File: src/rtl/spi_accel_burst_reader_if.sv
// SPI pin bundle between the accelerometer burst reader (master) and the device (slave).
interface spi_accel_burst_reader_if;
  logic CS;
  logic SDO;
  logic SCLK_out;
  logic SDI;

  modport master (output CS, output SDO, output SCLK_out, input SDI);
  modport slave  (input CS, input SDO, input SCLK_out, output SDI);
endinterface

File: src/rtl/spi_accel_burst_reader.sv
// SPI mode-0 master that burst-reads NUM_AXES accelerometer registers (0x0B read + START_ADDR)
// and publishes the whole frame atomically, once or continuously with a CS-high gap.
module spi_accel_burst_reader #(
  parameter int          CLK_DIV    = 4,
  parameter int          NUM_AXES   = 3,
  parameter int          DATA_W     = 8,
  parameter logic [7:0]  START_ADDR = 8'h08,
  parameter int          GAP_CYC    = 64
) (
  input  logic                         clk,
  input  logic                         reset,
  input  logic                         start,
  input  logic                         continuous,
  spi_accel_burst_reader_if.master     spi,
  output logic                         busy,
  output logic                         data_valid,
  output logic [NUM_AXES*DATA_W-1:0]   axis_data,
  output logic [7:0]                   frame_count
);

  localparam int SHADOW_W = NUM_AXES * DATA_W;
  localparam int NBYTES   = SHADOW_W / 8;
  localparam int NBITS    = 16 + SHADOW_W;
  localparam int DIV_W    = $clog2(CLK_DIV);
  localparam int BIT_W    = $clog2(NBITS);
  localparam int GAP_W    = (GAP_CYC > 1) ? $clog2(GAP_CYC) : 1;

  localparam logic [DIV_W-1:0] DIV_LAST = DIV_W'(CLK_DIV - 1);
  localparam logic [BIT_W-1:0] BIT_LAST = BIT_W'(NBITS - 1);
  localparam logic [BIT_W-1:0] BIT_HDR  = BIT_W'(16);
  localparam logic [GAP_W-1:0] GAP_LAST = GAP_W'(GAP_CYC - 1);
  localparam logic [15:0]      HDR      = {8'h0B, START_ADDR};

  if (CLK_DIV < 2) begin : g_bad_div
    $error("CLK_DIV must be >= 2");
  end
  if (NUM_AXES < 1 || NUM_AXES > 4) begin : g_bad_axes
    $error("NUM_AXES must be 1..4");
  end
  if (DATA_W != 8 && DATA_W != 16) begin : g_bad_w
    $error("DATA_W must be 8 or 16");
  end
  if (GAP_CYC < 1) begin : g_bad_gap
    $error("GAP_CYC must be >= 1");
  end

  typedef enum logic [2:0] {
    S_IDLE,
    S_SETUP,
    S_SHIFT,
    S_HOLD,
    S_GAP
  } state_e;

  state_e                   state_q, state_d;
  logic [DIV_W-1:0]         div_q, div_d;
  logic [BIT_W-1:0]         bit_q, bit_d;
  logic                     phase_q, phase_d;
  logic [GAP_W-1:0]         gap_q, gap_d;
  logic [15:0]              tx_q, tx_d;
  logic [7:0]               rx_byte_q, rx_byte_d;
  logic [NBYTES-1:0][7:0]   shadow_q, shadow_d;
  logic [SHADOW_W-1:0]      axis_q, axis_d;
  logic                     dv_q, dv_d;
  logic [7:0]               fc_q, fc_d;
  logic                     div_done;
  logic                     cs_low;

  assign div_done = (div_q == DIV_LAST);

  always_comb begin
    state_d   = state_q;
    div_d     = div_q;
    bit_d     = bit_q;
    phase_d   = phase_q;
    gap_d     = gap_q;
    tx_d      = tx_q;
    rx_byte_d = rx_byte_q;
    shadow_d  = shadow_q;
    axis_d    = axis_q;
    dv_d      = 1'b0;
    fc_d      = fc_q;

    case (state_q)
      S_IDLE: begin
        if (start || continuous) begin
          state_d = S_SETUP;
          div_d   = '0;
          tx_d    = HDR;
        end
      end

      S_SETUP: begin
        if (div_done) begin
          state_d = S_SHIFT;
          div_d   = '0;
          bit_d   = '0;
          phase_d = 1'b0;
        end else begin
          div_d = div_q + 1'b1;
        end
      end

      S_SHIFT: begin
        if (!div_done) begin
          div_d = div_q + 1'b1;
        end else begin
          div_d   = '0;
          phase_d = ~phase_q;
          if (!phase_q) begin
            // SCLK rising: sample; a full byte lands in its shadow slot (byte j -> bits 8j+7:8j)
            if (bit_q >= BIT_HDR) begin
              rx_byte_d = {rx_byte_q[6:0], spi.SDI};
              for (int j = 0; j < NBYTES; j++) begin
                if (int'(bit_q) == 23 + 8 * j) shadow_d[j] = rx_byte_d;
              end
            end
          end else begin
            // SCLK falling: advance MOSI so it only changes while SCLK is low
            tx_d = {tx_q[14:0], 1'b0};
            if (bit_q == BIT_LAST) begin
              state_d = S_HOLD;
            end else begin
              bit_d = bit_q + 1'b1;
            end
          end
        end
      end

      S_HOLD: begin
        if (div_done) begin
          div_d   = '0;
          gap_d   = '0;
          axis_d  = shadow_q;
          dv_d    = 1'b1;
          fc_d    = fc_q + 8'd1;
          state_d = continuous ? S_GAP : S_IDLE;
        end else begin
          div_d = div_q + 1'b1;
        end
      end

      S_GAP: begin
        if (gap_q == GAP_LAST) begin
          state_d = S_SETUP;
          div_d   = '0;
          tx_d    = HDR;
        end else begin
          gap_d = gap_q + 1'b1;
        end
      end

      default: state_d = S_IDLE;
    endcase
  end

  always_ff @(posedge clk) begin
    if (reset) begin
      state_q   <= S_IDLE;
      div_q     <= '0;
      bit_q     <= '0;
      phase_q   <= 1'b0;
      gap_q     <= '0;
      tx_q      <= '0;
      rx_byte_q <= '0;
      shadow_q  <= '0;
      axis_q    <= '0;
      dv_q      <= 1'b0;
      fc_q      <= '0;
    end else begin
      state_q   <= state_d;
      div_q     <= div_d;
      bit_q     <= bit_d;
      phase_q   <= phase_d;
      gap_q     <= gap_d;
      tx_q      <= tx_d;
      rx_byte_q <= rx_byte_d;
      shadow_q  <= shadow_d;
      axis_q    <= axis_d;
      dv_q      <= dv_d;
      fc_q      <= fc_d;
    end
  end

  assign cs_low       = (state_q == S_SETUP) || (state_q == S_SHIFT) || (state_q == S_HOLD);
  assign spi.CS       = ~cs_low;
  assign spi.SCLK_out = (state_q == S_SHIFT) && phase_q;
  assign spi.SDO      = cs_low & tx_q[15];
  assign busy         = (state_q != S_IDLE);
  assign data_valid   = dv_q;
  assign axis_data    = axis_q;
  assign frame_count  = fc_q;

endmodule

File: src/flat_wrapper.sv
// flat-port wrapper written by rule: the top's interface ports become plain ports
module spi_accel_burst_reader_flat 
#(
  parameter int          CLK_DIV    = 4,
  parameter int          NUM_AXES   = 3,
  parameter int          DATA_W     = 8,
  parameter logic [7:0]  START_ADDR = 8'h08,
  parameter int          GAP_CYC    = 64
)
  (clk, reset, start, continuous, busy, data_valid, axis_data, frame_count, spi_CS, spi_SDO, spi_SCLK_out, spi_SDI);
  spi_accel_burst_reader_if spi_i ();
  input  logic clk;
  input  logic reset;
  input  logic start;
  input  logic continuous;
  output logic busy;
  output logic data_valid;
  output logic [NUM_AXES*DATA_W-1:0] axis_data;
  output logic [7:0] frame_count;
  output wire logic [$bits(spi_i.CS)-1:0] spi_CS;
  output wire logic [$bits(spi_i.SDO)-1:0] spi_SDO;
  output wire logic [$bits(spi_i.SCLK_out)-1:0] spi_SCLK_out;
  input wire logic [$bits(spi_i.SDI)-1:0] spi_SDI;
  assign spi_CS = spi_i.CS;
  assign spi_SDO = spi_i.SDO;
  assign spi_SCLK_out = spi_i.SCLK_out;
  assign spi_i.SDI = spi_SDI;
  spi_accel_burst_reader #(.CLK_DIV(CLK_DIV), .NUM_AXES(NUM_AXES), .DATA_W(DATA_W), .START_ADDR(START_ADDR), .GAP_CYC(GAP_CYC)) u_core (.clk(clk), .reset(reset), .start(start), .continuous(continuous), .spi(spi_i), .busy(busy), .data_valid(data_valid), .axis_data(axis_data), .frame_count(frame_count));
endmodule
File: config.mk
export PLATFORM = sky130hd
export DESIGN_NAME = spi_accel_burst_reader_flat
export DESIGN_NICKNAME = d
export VERILOG_FILES = /design/src/rtl/spi_accel_burst_reader_if.sv /design/src/rtl/spi_accel_burst_reader.sv /design/src/flat_wrapper.sv
export SDC_FILE = /design/constraint.sdc
export NUM_CORES = 1
export LEC_CHECK = 0
export CORE_MARGIN = 8
export CORE_UTILIZATION = 55
export CTS_CLUSTER_SIZE = 12
export DETAILED_ROUTE_END_ITERATION = 16
export PLACE_DENSITY_LB_ADDON = 0.08
export SLEW_MARGIN = 20
export SYNTH_ARGS = -nofsm -noshare
export SYNTH_HDL_FRONTEND = slang
export SYNTH_SLANG_ARGS = --single-unit
File: constraint.sdc
create_clock -name clk -period 2.1 [get_ports clk]
set_input_delay 0.42 -clock clk [delete_from_list [all_inputs] [get_ports clk]]
set_output_delay 0.42 -clock clk [all_outputs]
set_load 0.01 [all_outputs]
==> impl_metrics.toml, run 1 <==
[final_layout]
drive_gt1_frac = 0.117
n_fill_cell = 605
diodes = 0
layout_common_cells = "dfxtp_1, nand2_1, nor2_1"
num-nets-final = 498
layout_commonest_cell = "dfxtp_1"
syn2layout_area_growth_pct = 20.7
final_cell_area_um2 = 4770

[logic_synthesis]
ys_ff_latch = 95
avgSynthCellArea_um2 = 8.95
syn_inst = 442
syn_area_um2 = 3950
synth_edf_count = 0
async_reset_ff_frac = 0
synthFlopType = "dfxtp_1"
synth_cell_types = 60
ys_warn_count = 0
syn-num-nets = 451
seq_area_frac_synth = 0.481

[routing]
via_per_inst = 5.40
wl_per_cell_um = 14.6
drtIter0Drc = 141
drt_wl_total_mm = 8.64
postRouteAntennaNets = 0
vias = 3204
drc = 0
dr.pass1.iters = 4

[floorplanning]
num_rows = 31
die_w_um = 101
dieArea_um2 = 10200
die_h_um = 101
num_io_pins = 42
start_util = 0.557
core_um2 = 7100

[power]
sw_frac_of_total = 0.220
seqPwrFrac = 0.567
power_frac_clock = 0.399
p_leak_nw = 1.89
internal_power_w = 0.00250
p_switching_w = 0.000704
vdd_drop_max_mv = 0.444
p_comb_frac = 0.033
p_per_area_nw_per_um2 = 672

[timing]
drv_slew = 0
finalClockSkew_ps = 10.5
slew_headroom = 0.583
hold_violations = 0
period_minus_slack_ps = 1990
fmax_mhz = 504
setup_viol = 0
setup_tns_ps = 0
rsz0062_at_grt = "no"
finalCritPeriodShare = 0.946
tightest_slew_ps = 616

[global_routing]
antenna_found_initial = 0
grt_use_total = 0.182
grt_max_degree = 33
grt_pass1_wl_mm = 14.9
grt.overflow.total = 0
grt_pass1_vias = 3124

[worst_setup_path]
r2r_start = "u_core.div_q[0]"
cp_max_fo = 11
path_cells = "nor2_2 -> nor2_4 -> inv_1 -> clkdlybuf4s50_1"
timing.rr.end = "u_core.rx_byte_q[2]"
worstPathArrival_ps = 1570
crit_required_ps = 1680
critPathMaxStageDelay_ps = 520
path_class = "flop to primary output"
slowest_stage = "clkdlybuf4s50_1"
r2r_slack_ps = 220
worstRegToRegCells = 5
end_kind = "primary output"
cp-start-kind = "flop"

[clock_network]
numCtsBuffers = 9
cts_tree = "done"
hold_buffers = 0
clk_pin_slew_ps = 90
h-tree-depth = 3
cts_max_path_buffers = 2
clock_sinks = 95
clockRootBuffer = "clkbuf_8"
clkLatencyLatePin_ps = 360

[placement]
dpl.hpwl_mm = 5.96
postPlaceCellArea_um2 = 4540
numPortBuffers = 41
gp_congestion = 0.838

[min_path]
worstHoldEndpoint = "u_core.phase_q"
hold_path_depth = 2
worstHoldPathType = "primary input to flop"
min_from = "reset"

[flow_run]
cap_violations = 0

[run_status]
outcome = "finished clean"
-- per-stage QoR --
stage	hold slack (ps)	std cells	setup WS, ps	power [W]	utilization
finish	429	593	114	0.00320	0.672
global route	442	593	41.0	0.00332	0.672
CTS	422	593	23.9	0.00324	0.671
detailed placement	447	577	207	0.00197	0.639
global placement	441	577	226	0.00197	0.639
floorplan	432	442	356	0.00193	-
-- kinds of logic after synthesis --
kind of cell | Yosys count | share of synthesized area
AO/OA/AOI/OAI | 81 | 0.132
XOR/XNOR | 8 | 0.0177
adder cells (fa/ha/maj) | 4 | 0.0127
buffers and inverters | 28 | 0.0313
flip-flops | 95 | 0.481
multiplexers | 33 | 0.0835
AND/OR/NAND/NOR | 193 | 0.242
-- metal layers --
layer	track usage	up-vias	wire length (um)
met3	0.0483	9	348
met2	0.306	49	4280
met5	0	-	0
met1	0.216	1513	3910
met4	0.0698	0	96
li1	-	1633	-
-- power groups by stage --
stage	Combinational (W)	Clock [W]	Sequential (W)
after floorplan	0.0000737	0	0.00186
after global placement	0.000105	0	0.00186
after detailed placement	0.000106	0	0.00186
after CTS	0.000106	0.00131	0.00182
after global routing	0.000118	0.00138	0.00182
final	0.000106	0.00128	0.00182
-- how the worst max path moves through the flow --
stage / startpoint / endpoint / cells after the start
after floorplan: u_core.bit_q[0] / u_core.bit_q[2] / 6
after global placement: continuous / u_core.tx_q[12] / 5
after detailed placement: continuous / u_core.tx_q[10] / 5
after CTS: u_core.state_q[0] / spi_SDO / 4
after global routing: u_core.state_q[0] / spi_CS / 4
final: u_core.state_q[0] / spi_CS / 4
-- cell type report --
type	instances	area, um2	share of cell area
multi-input cells	319	1940	0.406
flip-flops and latches	95	1910	0.400
clock inverters	4	51.3	0.0108
inverters	2	7.51	0.00157
clock buffers	12	165	0.0346
repair buffers	62	576	0.121
well taps	99	124	0.0260
-- synth_stat cells, types with 3 or more instances --
master | n | area [um2]
a21oi_1 | 39 | 195
nor2b_1 | 8 | 50.1
o31ai_1 | 4 | 30.0
or3_1 | 3 | 18.8
buf_2 | 6 | 30.0
dfxtp_1 | 95 | 1900
nor2_1 | 47 | 176
clkbuf_1 | 18 | 67.6
nand2b_1 | 11 | 68.8
nand3_1 | 16 | 80.1
a31o_2 | 3 | 26.3
nand2_1 | 66 | 248
xor2_1 | 4 | 35.0
and3_1 | 3 | 18.8
nor3_1 | 10 | 50.1
o21ai_0 | 11 | 55.1
ha_1 | 4 | 50.1
nand4_2 | 3 | 37.5
xnor2_1 | 4 | 35.0
mux2i_1 | 33 | 330
nor3b_1 | 3 | 22.5
-- flip-flops by register name, indices dropped and copies added (netlist names) --
register            flops
u_core.frame_count      8
u_core.rx_byte_q        7
u_core.state_q          3
u_core.tx_q            13
u_core.gap_q            6
u_core.axis_data       24
u_core.div_q            2
u_core.bit_q            6
u_core.phase_q          1
u_core.data_valid       1
u_core.shadow_q        24
-- critical path, delay by kind of cell, from the launching register on --
family / cells / cell delay (ps)
buffers and inverters: 2 / 570
flip-flops: 1 / 390
AND/OR/NAND/NOR: 2 / 260
-- what timing repair did --
action                                  in CTS  in global routing
buffers inserted                             0                  0
endpoints found under the setup margin       4                  1
gates resized for setup                      7                  3
hold endpoints to repair                     0                  0
Power figures use the tool's default switching activity.
==> run 2: changes to the inputs <==
--- a/config.mk
+++ b/config.mk
@@ -5,8 +5,8 @@
 export SDC_FILE = /design/constraint.sdc
 export NUM_CORES = 1
 export LEC_CHECK = 0
-export CORE_MARGIN = 8
-export CORE_UTILIZATION = 55
+export CORE_MARGIN = 1.5
+export CORE_UTILIZATION = 56
 export CTS_CLUSTER_SIZE = 12
 export DETAILED_ROUTE_END_ITERATION = 16
 export PLACE_DENSITY_LB_ADDON = 0.08
==> run 2 against run 1 <==
Design area shrank 1.1%; highest routed layer unchanged; setup slack lost 21 ps; utilization up 2.3 points; clock power decreased by 4%; first-iteration DRC count is 46% higher; power down 1.5%; non-clock buffer count down 3; sequential share of layout area up 0.46 points; die area is 25% lower; critical path depth decreased by 2.
==> impl_metrics.toml, run 2 (synthesized netlist as in run 1, its figures left out) <==
[routing]
drt_wl_total_mm = 8.17
dr.pass1.iters = 4
via_per_inst = 5.51
drtIter0Drc = 206
vias = 3233
postRouteAntennaNets = 0
wl_per_cell_um = 13.9
drc = 0

[min_path]
hold_path_depth = 2
worstHoldPathType = "flop to flop"
min_from = "u_core.shadow_q[3]"
worstHoldEndpoint = "u_core.axis_data[3]"

[placement]
place_ws_ps = 125
place_inst = 571
gp_congestion = 0.830
numPortBuffers = 41
postPlaceCellArea_um2 = 4500
dpl.hpwl_mm = 5.46

[final_layout]
final_cell_area_um2 = 4720
syn2layout_area_growth_pct = 19.4
num-nets-final = 495
layout_common_cells = "dfxtp_1, nand2_1, nor2_1"
n_fill_cell = 549
layout_commonest_cell = "dfxtp_1"
diodes = 0
drive_gt1_frac = 0.114
finalNonFillerCells = 587

[floorplanning]
die_w_um = 87.0
num_rows = 30
die_h_um = 87.0
start_util = 0.582
core_um2 = 6790
num_io_pins = 42
dieArea_um2 = 7570

[run_status]
outcome = "finished clean"

[worst_setup_path]
cp-start-kind = "flop"
crit_required_ps = 1680
timing.rr.end = "u_core.tx_q[15]"
end_kind = "primary output"
worstRegToRegCells = 6
cp_max_fo = 14
worstPathArrival_ps = 1590
r2r_slack_ps = 190
path_class = "flop to primary output"
r2r_start = "u_core.div_q[0]"

[timing]
hold_violations = 0
finalClockSkew_ps = 14.8
finalCritPeriodShare = 0.956
fin_hold_ws_ps = 455
setup_ws_ps = 92.5
period_minus_slack_ps = 2010
fmax_mhz = 498
tightest_slew_ps = 524
rsz0062_at_grt = "no"
slew_headroom = 0.646
setup_viol = 0
setup_tns_ps = 0
drv_slew = 0

[global_routing]
grt_pass1_wl_mm = 13.8
grt_max_degree = 44
grt_pass1_vias = 2947
grt_use_total = 0.230
grt.overflow.total = 0
antenna_found_initial = 0

[clock_network]
cts_tree = "done"
clockRootBuffer = "clkbuf_8"
h-tree-depth = 3
clk_pin_slew_ps = 100
cts_max_path_buffers = 2
clock_sinks = 95
numCtsBuffers = 9
clkLatencyLatePin_ps = 370

[power]
vdd_drop_max_mv = 0.377
p_leak_nw = 1.83
p_per_area_nw_per_um2 = 669

[flow_run]
cap_violations = 0
[run 2: area by class of cell]
type	instances	area [um2]	area share
Tap cell	96	120	0.0255
Timing Repair Buffer	59	542	0.115
Multi-Input combinational cell	319	1940	0.410
Inverter	2	7.51	0.00159
Sequential cell	95	1910	0.405
Clock buffer	9	124	0.0262
Clock inverter	7	78.8	0.0167
[run 2: worst max-delay path, stage by stage (launching register included)]
cell             delay (ps)
dfxtp_2                 420
or3_1                   330
clkdlybuf4s50_1         480
[run 2: where the power goes]
| part | internal (W) | switching [W] | total [W] | leakage, nW |
|---|---|---|---|---|
| Sequential | 0.00181 | 0.00000773 | 0.00182 | 0.768 |
| Clock | 0.000565 | 0.000669 | 0.00123 | 0.0982 |
| Combinational | 0.0000385 | 0.0000669 | 0.000105 | 0.968 |
[run 2: stage by stage]
step	total power, W	util
finish	0.00316	0.695
global placement	0.00196	0.662
detailed placement	0.00196	0.662
floorplan	0.00193	-
CTS	0.00318	0.693
global route	0.00328	0.695
[run 2: what timing repair did]
item | in CTS | in global routing
hold buffers | 0 | 0
setup buffers | 0 | 0
endpoints found under the hold margin | 0 | 0
endpoints found under the setup margin | 4 | 8
resized for setup | 5 | 5
[run 2: worst max-delay path by stage]
stage,end,cells past startpoint,startpoint
after floorplan,u_core.bit_q[2],6,u_core.bit_q[0]
after global placement,u_core.tx_q[15],5,continuous
after detailed placement,u_core.tx_q[15],5,continuous
after CTS,spi_SDO,4,u_core.state_q[1]
after global routing,busy,2,u_core.state_q[2]
final,busy,2,u_core.state_q[2]
[run 2: per-layer routing]
layer / vias to the layer above / share of wire / GRT usage
met3: 8 / 0.032 / 0.0379
met1: 1536 / 0.48 / 0.316
met5: - / 0 / 0
li1: 1637 / - / -
met2: 52 / 0.48 / 0.364
met4: 0 / 0.011 / 0.0821
==> run 3: changes to the inputs <==
--- a/config.mk
+++ b/config.mk
@@ -10,6 +10,7 @@
 export CTS_CLUSTER_SIZE = 12
 export DETAILED_ROUTE_END_ITERATION = 16
 export PLACE_DENSITY_LB_ADDON = 0.08
+export SKIP_LAST_GASP = 1
 export SLEW_MARGIN = 20
 export SYNTH_ARGS = -nofsm -noshare
 export SYNTH_HDL_FRONTEND = slang
==> run 3 against run 2 <==
First-iteration DRC count rose by 1.5%; critical endpoint is now spi_SDO; highest routed layer unchanged; register-to-register slack barely moved; largest cell class unchanged; fmax fell by 1.6%.
==> impl_metrics.toml, run 3 (synthesized netlist as in run 1, its figures left out) <==
[run_status]
outcome = "finished clean"

[routing]
drtIter0Drc = 209
top_layer = "met4"
wl_met1_mm = 3.93
dr.pass1.iters = 4
via_per_inst = 5.48
postRouteAntennaNets = 0
wl_met2_mm = 3.89
drc = 0
drt_wl_total_mm = 8.14
wl_per_cell_um = 13.9
met3WireLength_um = 222
vias = 3218

[floorplanning]
die_w_um = 87.0
num_rows = 30
core_um2 = 6790
num_io_pins = 42
start_util = 0.582
dieArea_um2 = 7570
die_h_um = 87.0

[power]
p_per_area_nw_per_um2 = 669
p_leak_nw = 1.82
vdd_drop_max_mv = 0.378

[clock_network]
numCtsBuffers = 9
clockRootBuffer = "clkbuf_8"
clk_pin_slew_ps = 100
hold_buffers = 0
clock_sinks = 95
h-tree-depth = 3
clkLatencyLatePin_ps = 360
cts_setup_buffers = 0
cts_max_path_buffers = 2
cts_tree = "done"

[placement]
numPortBuffers = 41
dpl.hpwl_mm = 5.46
place_inst = 571
place_ws_ps = 125
gp_congestion = 0.830

[final_layout]
syn2layout_area_growth_pct = 19.2
finalNonFillerCells = 587
layout_commonest_cell = "dfxtp_1"
num-nets-final = 495
postLayoutCoreUtil = 0.694
layout_common_cells = "dfxtp_1, nand2_1, nor2_1"
diodes = 0
drive_gt1_frac = 0.114

[min_path]
hold_path_depth = 2
worstHoldPathType = "flop to flop"

[global_routing]
grt_max_degree = 44
grt.overflow.total = 0
grt_use_total = 0.230
grt_pass1_wl_mm = 13.8
grt_pass1_vias = 2947
antenna_found_initial = 0

[worst_setup_path]
path_cells = "nor2_1 -> nor2_2 -> and2_1 -> clkdlybuf4s50_1"
worstPathArrival_ps = 1620
end_kind = "primary output"
slowest_stage = "clkdlybuf4s50_1"
worstRegToRegCells = 6
critPathMaxStageDelay_ps = 520
cp_max_fo = 10
path_class = "flop to primary output"
cp-start-kind = "flop"
r2r_slack_ps = 190
crit_required_ps = 1680

[timing]
tightest_slew_ps = 529
finalClockSkew_ps = 14.4
rsz0062_at_grt = "yes"
finalCritPeriodShare = 0.971
setup_viol = 0
setup_tns_ps = 0
drv_slew = 0
setup_ws_ps = 60.4
period_minus_slack_ps = 2040
slew_headroom = 0.642
fmax_mhz = 490
hold_violations = 0

[flow_run]
cap_violations = 0
-- run 3: cell types whose count changed in the layout (fill, tap and decap cells not counted), sizes merged --
| cell | before | now |
|---|---|---|
| dlymetal6s2s | 1 | 0 |
| clkdlybuf4s50 | 38 | 39 |
-- run 3: report_power, final --
part	internal (W)	switching, W	total [W]
Sequential	0.00181	0.00000764	0.00182
Combinational	0.0000384	0.0000672	0.000106
Clock	0.000565	0.000664	0.00123
-- run 3: final cells by class --
class	instances	area [um2]
Inverter	2	7.51
Timing Repair Buffer	59	539
Clock buffer	9	124
Multi-Input combinational cell	319	1940
Clock inverter	7	78.8
Fill cell	550	2080
Sequential cell	95	1910
Tap cell	96	120
-- run 3: worst max-delay path, delay by kind of cell (launching register included) --
family,cells,cell delay (ps)
AND/OR/NAND/NOR,3,350
flip-flops,1,410
buffers and inverters,1,520
-- run 3: layer usage --
layer	GRT usage	up-vias
li1	-	1637
met1	0.316	1521
met2	0.364	52
met3	0.0379	8
met4	0.0821	0
met5	0	-
-- run 3: repair_timing --
item,CTS,global route
setup endpoints to repair,4,8
resized for setup,5,3
cloned,0,0
-- run 3: stage by stage --
| stage | power (W) | cell area, um2 | hold slack, ps |
|---|---|---|---|
| finish | 0.00315 | 4710 | 454 |
| global route | 0.00328 | 4710 | 459 |
| CTS | 0.00318 | 4710 | 457 |
| detailed placement | 0.00196 | 4500 | 445 |
| global placement | 0.00196 | 4500 | 443 |
| floorplan | 0.00193 | 3950 | 432 |
-- run 3: path summary, 6_finish.rpt --
check | endpoint | startpoint
hold reg to reg | u_core.axis_data[3] | u_core.shadow_q[3]
setup reg to reg | u_core.tx_q[6] | u_core.div_q[0]
setup / recovery | spi_SDO | u_core.state_q[1]
hold / removal | u_core.axis_data[3] | u_core.shadow_q[3]
